<file path="src/rtl/color_cmd_pacer.sv">
`default_nettype none
// ============================================================================
// Module   : color_cmd_pacer
// Purpose  : Upstream command stage for the Blue/Red colour FSM. It accepts
//            toggle/hold requests over a valid/ready handshake and queues
//            them in a small FIFO. Each request is issued as a single-cycle
//            code on out_cmd and followed by an enforced idle gap, so the
//            downstream FSM only ever sees isolated commands.
// Ports    : clk        - clock, all logic on the rising edge
//            rst_n      - synchronous reset, active-low
//            req_valid  - request present
//            req_cmd    - 2'h1 toggle, 2'h0 hold, 2'h2/2'h3 illegal
//            req_ready  - FIFO can accept this cycle (combinational)
//            out_cmd    - registered code to the FSM `in` port
//            drop_err   - registered 1-cycle pulse when an illegal code is taken
//            busy       - FIFO non-empty or sequencer not idle (combinational)
//            issued_cnt - [COLOR_CMD_PACER_STATS_EN only] wrapping count of
//                         issued commands
// Options  : define COLOR_CMD_PACER_STATS_EN to add the issued_cnt output.
// Revision : 1.0 - initial release
// ============================================================================
module color_cmd_pacer #(
   parameter int         DEPTH     = 4,     // FIFO entries, power of 2, >= 2
   parameter int         GAP       = 3,     // idle cycles after each command
   parameter logic [1:0] IDLE_CODE = 2'h2   // neutral code, not 2'h0 / 2'h1
) (
   input  logic       clk,
   input  logic       rst_n,
   input  logic       req_valid,
   input  logic [1:0] req_cmd,
   output logic       req_ready,
   output logic [1:0] out_cmd,
   output logic       drop_err,
   output logic       busy
`ifdef COLOR_CMD_PACER_STATS_EN
   ,
   output logic [7:0] issued_cnt
`endif
);

   localparam int              c_AW       = $clog2(DEPTH);
   localparam int              c_CW       = c_AW + 1;
   localparam logic [c_CW-1:0] c_FULL     = c_CW'(DEPTH);
   // The counter is loaded on leaving ISSUE, so it holds GAP-1 to give
   // exactly GAP cycles in the GAP state.
   localparam logic [7:0]      c_GAP_LOAD = (GAP == 0) ? 8'd0 : 8'(GAP - 1);

   typedef enum logic [1:0] {
      ST_IDLE  = 2'd0,
      ST_ISSUE = 2'd1,
      ST_GAP   = 2'd2
   } state_t;

   state_t          r_state;
   logic [1:0]      r_mem [DEPTH];
   logic [c_AW-1:0] r_wptr;
   logic [c_AW-1:0] r_rptr;
   logic [c_CW-1:0] r_count;
   logic [7:0]      r_gap_cnt;

   logic            w_accept;
   logic            w_illegal;
   logic            w_push;
   logic            w_pop;

   // Readiness depends only on the current fill level: a pop in the same
   // cycle does not free a slot for the incoming request.
   assign req_ready = rst_n && (r_count != c_FULL);
   assign w_accept  = req_valid && req_ready;
   // Codes 2'h2/2'h3 are consumed but never queued.
   assign w_illegal = w_accept && req_cmd[1];
   assign w_push    = w_accept && !req_cmd[1];
   assign w_pop     = (r_state == ST_IDLE) && (r_count != '0);
   assign busy      = (r_count != '0) || (r_state != ST_IDLE);

   // Storage needs no reset: an entry is only read after it has been written.
   always_ff @(posedge clk) begin
      if (w_push) begin
         r_mem[r_wptr] <= req_cmd;
      end
   end

   always_ff @(posedge clk) begin
      if (!rst_n) begin
         r_state   <= ST_IDLE;
         r_wptr    <= '0;
         r_rptr    <= '0;
         r_count   <= '0;
         r_gap_cnt <= '0;
         out_cmd   <= IDLE_CODE;
         drop_err  <= 1'b0;
`ifdef COLOR_CMD_PACER_STATS_EN
         issued_cnt <= '0;
`endif
      end else begin
         drop_err <= w_illegal;

         // Pointers wrap naturally because DEPTH is a power of two.
         if (w_push) begin
            r_wptr <= r_wptr + 1'b1;
         end
         if (w_pop) begin
            r_rptr <= r_rptr + 1'b1;
         end

         case ({w_push, w_pop})
            2'b10:   r_count <= r_count + 1'b1;
            2'b01:   r_count <= r_count - 1'b1;
            default: r_count <= r_count;
         endcase

         case (r_state)
            ST_IDLE: begin
               if (w_pop) begin
                  out_cmd <= r_mem[r_rptr];
                  r_state <= ST_ISSUE;
`ifdef COLOR_CMD_PACER_STATS_EN
                  issued_cnt <= issued_cnt + 8'd1;
`endif
               end else begin
                  out_cmd <= IDLE_CODE;
               end
            end

            ST_ISSUE: begin
               // The command is visible for this single cycle only.
               out_cmd <= IDLE_CODE;
               if (GAP == 0) begin
                  r_state <= ST_IDLE;
               end else begin
                  r_gap_cnt <= c_GAP_LOAD;
                  r_state   <= ST_GAP;
               end
            end

            ST_GAP: begin
               out_cmd <= IDLE_CODE;
               if (r_gap_cnt == 8'd0) begin
                  r_state <= ST_IDLE;
               end else begin
                  r_gap_cnt <= r_gap_cnt - 8'd1;
               end
            end

            default: begin
               out_cmd <= IDLE_CODE;
               r_state <= ST_IDLE;
            end
         endcase
      end
   end

endmodule
`default_nettype wire

</file>
<file path="config.mk">
export PLATFORM = sky130hd
export DESIGN_NAME = color_cmd_pacer
export DESIGN_NICKNAME = d
export VERILOG_FILES = /design/src/rtl/color_cmd_pacer.sv
export SDC_FILE = /design/constraint.sdc
export NUM_CORES = 1
export LEC_CHECK = 0
export CORE_ASPECT_RATIO = 0.9
export CORE_MARGIN = 2
export CORE_UTILIZATION = 50
export CTS_BUF_LIST = sky130_fd_sc_hd__clkbuf_4
export CTS_CLUSTER_SIZE = 25
export DETAILED_ROUTE_END_ITERATION = 6
export GPL_TIMING_DRIVEN = 1
export PLACE_DENSITY = 0.81
export SLEW_MARGIN = 20
export SYNTH_ARGS = -nofsm -noshare
export SYNTH_HDL_FRONTEND = slang
export SYNTH_SLANG_ARGS = --single-unit
</file>
<file path="constraint.sdc">
create_clock -name clk -period 4.1 [get_ports clk]
set_input_delay 0.615 -clock clk [delete_from_list [all_inputs] [get_ports clk]]
set_output_delay 0.615 -clock clk [all_outputs]
set_load 0.005 [all_outputs]
</file>
==> results.yml, run 1 <==
hold_path:
  hold_path_class: "reg -> reg"
finish:
  final_util: 0.566
  fillers: 227
  antenna_cells: 0
  postLayoutCellArea_um2: 1520
  nets: 159
  layout_common_cells: "dfxtp_1, nor2_1, inv_1"
  final_common_cell: "dfxtp_1"
  drive_gt1_frac: 0.0828
  area_delta_synth_final_pct: 9.77
floorplan:
  io_pins: 10
  core.rowCount: 18
  core-area_um2: 2680
  start_util: 0.516
  die_width_um: 59.4
  dieHeight_um: 53.9
  die_area_um2: 3200
sta:
  worst_pin_slew_ns: 0.678
  worst_slack_ns: 1.06
  clock_skew_ns: 0.00241
  setup_tns_ns: 0
  slew_headroom: 0.544
  holdWs_ns: 0.561
  hold_viol_final: 0
  period_needed_ns: 3.04
  finalSetupViolCount: 0
  period_share: 0.742
  max_freq_mhz: 329
  drv_slew: 0
  grt_setup_unrepaired: "no"
worst_setup_path:
  reg2reg_slack_ns: 1.69
  crit_start: "rst_n"
  crit_chain: "clkdlybuf4s50_1, inv_1, a21oi_1, clkdlybuf4s50_1"
  cp-endpoint: "req_ready"
  r2r_start: "r_count[2]"
  cp_top_family: "buffers and inverters"
  slowest_delay_ns: 0.71
  start_kind: "input port"
  worstSetupPathType: "in -> out"
  cp_max_fo: 13
  end_kind: "output pin"
  crit_cells: 4
  r2r_end: "r_count[2]"
  worst_ep_arrival_time_ns: 2.43
  cpMostUsedCell: "clkdlybuf4s50_1"
  cp.buffers_inverters: 3
  ff2ff_path_depth: 8
  cpMaxStageDelayCell: "clkdlybuf4s50_1"
  required_ns: 3.48
power:
  powerDensity_nw_per_um2: 489
  power_frac_clock: 0.155
  p_comb_frac: 0.368
  power.internal_mw: 0.490
  irDropWorstVdd_mv: 0.313
  switchingPower_mw: 0.253
  cellLeakagePower_nw: 0.577
  seqPwrFrac: 0.477
  swShare: 0.341
clocking:
  clk_pin_slew_ns: 0.14
  htreeDepth: 1
  cts-hold-fix-buffers: 0
  cts_setup_buffers: 0
  tritoncts: "yes"
  cts.sinks: 28
  clock_latency_ns: 0.33
  cts-buffers-inserted: 3
  cts_repair_resize_count: 0
  cts_buffer_depth: 2
  cts_root_buffer: "clkbuf_4"
placed_design:
  placed_area_um2: 1490
  io_buffers: 9
  gp_congestion: 0.779
  hpwl_um: 1830
  pre_cts_ws_ns: 0.820
logic_synthesis:
  synth_area_um2: 1380
  post-synth-top-area-cell: "dfxtp_1"
  synth_cell_types: 39
  yosys_warnings: 0
  synth_top_area_share: 0.290
  synth_edf_count: 8
  seq_area_frac_synth: 0.463
  synth_nets: 148
  ys_ff_latch: 28
  synth-async-reset-ratio: 0
  synth.area.top_cells: "dfxtp_1, edfxtp_1, ha_1, nor2_1, inv_1"
  ys.flop_type: "dfxtp_1"
  synth_cells: 135
  synth.avg_cell_area_um2: 10.2
grt:
  antenna_found_initial: 0
  grt_usage: 0.168
  grt_pass1_wl_um: 3880
  grt_overflow: 0
  grt_max_degree: 16
  grt_pass1_vias: 923
drt:
  route.detailed.drc: 0
  via_count: 995
  wire_per_inst_um: 13.8
  antenna_left: 0
  wl_um: 2420
  dr.pass1.iters: 4
  vias_per_cell: 5.69
  drtIter0Drc: 49
outcome:
  outcome: "completed"
job:
  maxCapViolations: 0
## cell usage after synthesis, drive strengths merged, types with 3 or more instances
cell type and count:
a21oi 6, and2 4, and3 4, dfxtp 20, edfxtp 8, ha 7
inv 12, nand2 9, nor2 15, nor3 4, o211ai 3, o21ai 5
xnor2 5
## registers in the layout, indices dropped and copies added, names as in the netlist
name       count
r_state        2
r_gap_cnt      8
out_cmd        2
r_count        3
r_mem          8
drop_err       1
r_rptr         2
r_wptr         2
## cell type report
cell class / count / area (um^2) / area share
clock buffers: 3 / 22.5 / 0.0148
clock inverters: 1 / 3.75 / 0.00247
inverters: 12 / 45.0 / 0.0297
multi-input cells: 92 / 678 / 0.447
flip-flops and latches: 28 / 641 / 0.422
well taps: 30 / 37.5 / 0.0247
repair buffers: 9 / 90.1 / 0.0594
## worst min path at each step
stage,start,end,slack (ns),cells after the start
after floorplan,r_gap_cnt[6],r_gap_cnt[6],0.50,2
after global placement,r_gap_cnt[6],r_gap_cnt[6],0.52,2
after detailed placement,r_count[1],r_count[1],0.54,2
after CTS,r_gap_cnt[7],r_gap_cnt[7],0.56,2
after global routing,r_gap_cnt[7],r_gap_cnt[7],0.58,2
final,r_count[1],r_count[1],0.56,2
## logic make-up (layout without fill, tap and decap cells)
family | count (synthesis) | after routing | synth area share
AOI/OAI and AO/OA | 22 | 22 | 0.129
adders and majority gates | 8 | 8 | 0.0778
muxes | 3 | 3 | 0.0398
and+or+nand+nor | 52 | 52 | 0.200
xor gates and xnor gates | 7 | 7 | 0.0443
buffers and inverters | 15 | 25 | 0.0461
DFF | 28 | 28 | 0.463
## layer usage
| layer | up-vias | global-route usage | wire length (um) |
|---|---|---|---|
| li1 | 494 | - | - |
| met1 | 469 | 0.202 | 1050 |
| met3 | 7 | 0.0577 | 122 |
| met5 | - | 0 | 0 |
| met4 | 0 | 0.0568 | 43 |
| met2 | 25 | 0.284 | 1200 |
## metrics by stage
step | std cells | power [mW]
4_1_cts | 175 | 0.745
5_1_grt | 175 | 0.791
3_5_place_dp | 171 | 0.632
2_1_floorplan | 135 | 0.550
6_report | 175 | 0.742
3_3_place_gp | 171 | 0.620
## tightest hold or removal path, delay by kind of cell (launching register included)
kind	cells	cell delay (ns)
AOI/OAI and AO/OA	1	0.13
DFF	1	0.36
and+or+nand+nor	1	0.04
## power groups by stage
stage                     registers, mW  clock network [mW]  logic [mW]
after global routing              0.360               0.129       0.302
final                             0.354               0.115       0.273
after CTS                         0.354               0.117       0.275
after global placement            0.359                   0       0.262
after detailed placement          0.360                   0       0.272
after floorplan                   0.353                   0       0.197
Note: power is estimated with default switching activity, not from simulation.
==> inputs of run 2 (changes only) <==
Clock period 4.1 ns to 2.9 ns, I/O delays scaled along.
==> run 2 against run 1 <==
Against the previous run:
- clock power increased by 39%
- combinational power grew 48%
- utilization up 1.1 points
- routed wire length increased by 2.2%
- design area is 2.0% higher
- via count decreased by 0.50%
- highest routed layer unchanged
==> results.yml, run 2 (synthesized netlist as in run 1, its figures left out) <==
sta:
  grt_setup_unrepaired: "no"
  worst_pin_slew_ns: 0.621
  clock_skew_ns: 0.00108
  setup_tns_ns: 0
  max_freq_mhz: 430
  period_share: 0.802
  slew_headroom: 0.582
  finalSetupViolCount: 0
  period_needed_ns: 2.32
  hold_viol_final: 0
  drv_slew: 0
clocking:
  cts-hold-fix-buffers: 0
  cts.sinks: 28
  cts_root_buffer: "clkbuf_4"
  clock_latency_ns: 0.33
  tritoncts: "yes"
  clk_pin_slew_ns: 0.14
  htreeDepth: 1
  cts-buffers-inserted: 3
  cts_buffer_depth: 2
  cts_setup_buffers: 0
  cts_repair_resize_count: 0
worst_setup_path:
  worstSetupPathType: "in -> out"
  required_ns: 2.47
  cp_max_fo: 12
  r2r_end: "r_count[2]"
  worst_ep_arrival_time_ns: 1.89
  ff2ff_path_depth: 9
  start_kind: "input port"
  end_kind: "output pin"
  reg2reg_slack_ns: 0.73
  r2r_start: "r_count[2]"
finish:
  area_delta_synth_final_pct: 11.9
  nets: 163
  antenna_cells: 0
  final_common_cell: "dfxtp_1"
  fillers: 227
  register_area_um2: 641
  multiInputGateArea_um2: 678
  layout_common_cells: "dfxtp_1, nor2_1, inv_1"
  top_regs: "r_gap_cnt: 8 flops, r_mem: 8 flops, r_count: 3 flops"
  drive_gt1_frac: 0.107
power:
  total_power_mw: 1.07
  powerDensity_nw_per_um2: 688
  irDropWorstVdd_mv: 0.365
  cellLeakagePower_nw: 0.597
hold_path:
  holdPathEnd: "r_gap_cnt[6]"
  hold_path_class: "reg -> reg"
  holdPathStages: 2
  hp-start: "r_gap_cnt[6]"
floorplan:
  dieHeight_um: 53.9
  core-area_um2: 2680
  start_util: 0.516
  die_area_um2: 3200
  die_width_um: 59.4
  io_pins: 10
  core.rowCount: 18
grt:
  grt_pass1_vias: 963
  grt_overflow: 0
  grt_max_degree: 16
  antenna_found_initial: 0
  grt_pass1_wl_um: 4260
  grt_usage: 0.184
drt:
  route.detailed.drc: 0
  dr.pass1.iters: 4
  via_count: 990
  wire_per_inst_um: 13.8
  vias_per_cell: 5.53
  drtIter0Drc: 38
  wl_um: 2470
  antenna_left: 0
outcome:
  outcome: "completed"
placed_design:
  hpwl_um: 1950
  gp_congestion: 0.865
  io_buffers: 9
job:
  maxCapViolations: 0
-- run 2: cell count changes in the layout (fill, tap and decap cells not counted), sizes merged --
| cell | change |
|---|---|
| buf | +4 |
-- run 2: layout make-up --
cell class	count	share of cell area
clock buffer	3	0.0146
tap	30	0.0243
inverter	12	0.0291
sequential	28	0.414
multi-input combinational	92	0.438
timing repair buffer	13	0.0776
clock inverter	1	0.00243
-- run 2: worst max-delay path by stage --
| stage | start | end | slack (ns) | cells after the start |
|---|---|---|---|---|
| after floorplan | r_count[2] | r_count[2] | 0.83 | 8 |
| after global placement | req_cmd[1] | r_count[2] | 0.50 | 9 |
| after detailed placement | req_cmd[1] | r_count[2] | 0.40 | 9 |
| after CTS | rst_n | req_ready | 0.56 | 5 |
| after global routing | rst_n | req_ready | 0.49 | 5 |
| final | rst_n | req_ready | 0.58 | 5 |
-- run 2: worst max-delay path, stage by stage --
cell             delay [ns]
clkdlybuf4s50_1        0.48
inv_1                  0.09
buf_4                  0.19
a21oi_1                0.16
clkdlybuf4s50_1        0.54
-- run 2: stage by stage --
step | cells | setup WS [ns] | area (um^2) | hold WS (ns) | utilization
after floorplan | 135 | 0.829 | 1380 | 0.499 | -
after global placement | 175 | 0.502 | 1520 | 0.521 | 0.568
after detailed placement | 175 | 0.404 | 1520 | 0.539 | 0.568
after CTS | 179 | 0.557 | 1550 | 0.563 | 0.577
after global routing | 179 | 0.492 | 1550 | 0.594 | 0.577
final | 179 | 0.576 | 1550 | 0.566 | 0.577
-- run 2: layer usage --
metal | share of wire | vias to the layer above | track usage
met5 | 0 | - | 0
met4 | 0.0057 | 0 | 0.0530
met3 | 0.049 | 2 | 0.0673
met2 | 0.49 | 23 | 0.302
met1 | 0.46 | 465 | 0.227
li1 | - | 500 | -
-- run 2: power breakdown --
part / total (mW) / switching, mW / internal [mW]
clock: 0.160 / 0.110 / 0.0506
sequential: 0.500 / 0.0504 / 0.449
combinational: 0.405 / 0.198 / 0.207
total: 1.07 / 0.358 / 0.707
==> inputs of run 3 (changes only) <==
Settings changed: PLACE_DENSITY 0.81 to 0.83.
Clock period 2.9 ns to 2 ns, I/O delays scaled along.
==> run 3 against run 2 <==
Against the previous run:
- the run now ends with negative setup slack left
- worst hold slack lost 0.0038 ns
- via count grew 6.5%
- setup slack lost 0.60 ns
- cell count up 5.0%
- count of clock-buffer cells in the layout stayed put
- critical path depth grew 5
- utilization grew 4.9 points
==> results.yml, run 3 (synthesized netlist as in run 1, its figures left out) <==
outcome:
  outcome: "finished with violations"
  failed_checks: "negative setup slack"
worst_setup_path:
  end_kind: "flop"
  ff2ff_path_depth: 9
  cp_max_fo: 2
  worst_ep_arrival_time_ns: 2.30
  crit_chain: "clkdlybuf4s50_1, inv_1, a2111oi_4, inv_1, ha_2, buf_4, buf_4, xor2_1, or3_1, a21oi_2"
  worstSetupPathType: "in -> reg"
  r2r_end: "r_count[2]"
  cp_top_family: "buffers and inverters"
  start_kind: "input port"
  r2r_start: "r_count[2]"
  required_ns: 2.28
  cpMaxStageDelayCell: "clkdlybuf4s50_1"
  cp.buffers_inverters: 5
  slowest_delay_ns: 0.48
  reg2reg_slack_ns: -0.02
power:
  irDropWorstVdd_mv: 0.666
  swShare: 0.316
  switchingPower_mw: 0.585
  seqPwrFrac: 0.389
  power.internal_mw: 1.27
  cellLeakagePower_nw: 0.664
  power_frac_clock: 0.198
  powerDensity_nw_per_um2: 1100
  p_comb_frac: 0.413
clocking:
  htreeDepth: 1
  cts-hold-fix-buffers: 0
  cts_root_buffer: "clkbuf_4"
  clk_pin_slew_ns: 0.15
  cts-buffers-inserted: 3
  cts_buffer_depth: 2
  cts.sinks: 28
  clock_latency_ns: 0.33
  tritoncts: "yes"
grt:
  grt_pass1_vias: 1089
  antenna_found_initial: 0
  grt_pass1_wl_um: 4600
  grt_max_degree: 17
  grt_usage: 0.200
  grt_overflow: 0
finish:
  layout.cells.non_filler: 188
  antenna_cells: 0
  nets: 172
  area_delta_synth_final_pct: 21.4
  final_common_cell: "dfxtp_1"
  drive_gt1_frac: 0.222
  multiInputGateArea_um2: 708
  layout_common_cells: "dfxtp_1, nor2_1, buf_4"
  top_regs: "r_gap_cnt: 8 flops, r_mem: 8 flops, r_count: 3 flops"
  fillers: 216
  register_area_um2: 648
drt:
  wl_um: 2720
  drtIter0Drc: 45
  dr.pass1.iters: 4
  antenna_left: 0
  wire_per_inst_um: 14.5
  vias_per_cell: 5.61
  via_count: 1054
  route.detailed.drc: 0
sta:
  clock_skew_ns: 0.00171
  finalSetupViolCount: 1
  setup_tns_ns: -0.0230
  drv_slew: 0
  slew_headroom: 0.556
  grt_setup_unrepaired: "yes"
  hold_viol_final: 0
  max_freq_mhz: 494
  worst_pin_slew_ns: 0.661
  period_share: 1.01
  worst_slack_ns: -0.0230
  period_needed_ns: 2.02
job:
  maxCapViolations: 0
floorplan:
  die_area_um2: 3200
  io_pins: 10
  core-area_um2: 2680
  start_util: 0.516
  dieHeight_um: 53.9
  die_width_um: 59.4
  core.rowCount: 18
placed_design:
  placed_cells: 181
  io_buffers: 9
  hpwl_um: 1950
  gp_congestion: 0.825
hold_path:
  holdPathStages: 2
  hp-start: "r_gap_cnt[6]"
  hold_path_class: "reg -> reg"
  holdPathEnd: "r_gap_cnt[6]"
==> run 3: cell types whose count changed in the layout (fill, tap and decap cells not counted), moves of 2 or more <==
| cell | delta |
|---|---|
| a21oi_2 | +2 |
| dfxtp_1 | -2 |
| dfxtp_4 | +2 |
| buf_4 | +9 |
| a21oi_1 | -2 |
| nor3_2 | +2 |
| nor3_1 | -2 |
==> run 3: area by class of cell <==
class | count | area share
clock buffer | 3 | 0.0134
clock inverter | 1 | 0.0179
inverter | 12 | 0.0268
multi-input combinational | 92 | 0.422
sequential | 28 | 0.386
tap | 30 | 0.0224
timing repair buffer | 22 | 0.111
==> run 3: worst max-delay path by stage <==
stage,startpoint,endpoint,slack [ns],cells after the start
2_1_floorplan,r_count[0],r_count[2],0.005,9
3_3_place_gp,req_cmd[1],r_count[2],-0.19,9
3_5_place_dp,req_valid,r_count[2],-0.33,10
4_1_cts,r_count[1],r_count[2],0.01,9
5_1_grt,r_count[1],r_count[2],-0.06,9
6_report,req_valid,r_count[2],-0.02,10
==> run 3: layer usage <==
layer	share of wire	up-vias	global-route usage
met5	0	-	0
met4	0.019	0	0.0947
met3	0.029	6	0.0553
met2	0.51	19	0.339
met1	0.44	511	0.236
li1	-	518	-
==> run 3: timing repair <==
item | 4_1_cts | 5_1_grt
endpoints found under the setup margin | 3 | 2
setup buffers | 3 | 0
resized for setup | 12 | 0
pin swaps | 3 | 1
==> run 3: stage by stage <==
step	hold slack [ns]	setup WS, ns	total power [mW]	utilization	instance area (um^2)
4_1_cts	0.564	0.0136	1.84	0.626	1680
5_1_grt	0.579	-0.0635	1.96	0.626	1680
6_report	0.562	-0.0230	1.85	0.626	1680
3_5_place_dp	0.544	-0.331	1.40	0.586	1570
2_1_floorplan	0.399	0.00528	1.13	-	1390
3_3_place_gp	0.516	-0.189	1.36	0.586	1570
==> run 3: worst reg2reg max path: cells and delay by family (launching register included) <==
family | cells | cell delay [ns]
adder cells (fa/ha/maj) | 1 | 0.19
buffers and inverters | 4 | 0.50
AND/OR/NAND/NOR | 1 | 0.34
XOR/XNOR | 1 | 0.15
AO/OA/AOI/OAI | 2 | 0.44
flip-flops | 1 | 0.35
==> run 3: power by group through the flow <==
stage	clock network, mW	logic (mW)	registers (mW)
detailed placement	0	0.678	0.721
global placement	0	0.645	0.717
floorplan	0	0.408	0.726
finish	0.368	0.765	0.721
CTS	0.374	0.748	0.719
global route	0.398	0.836	0.730
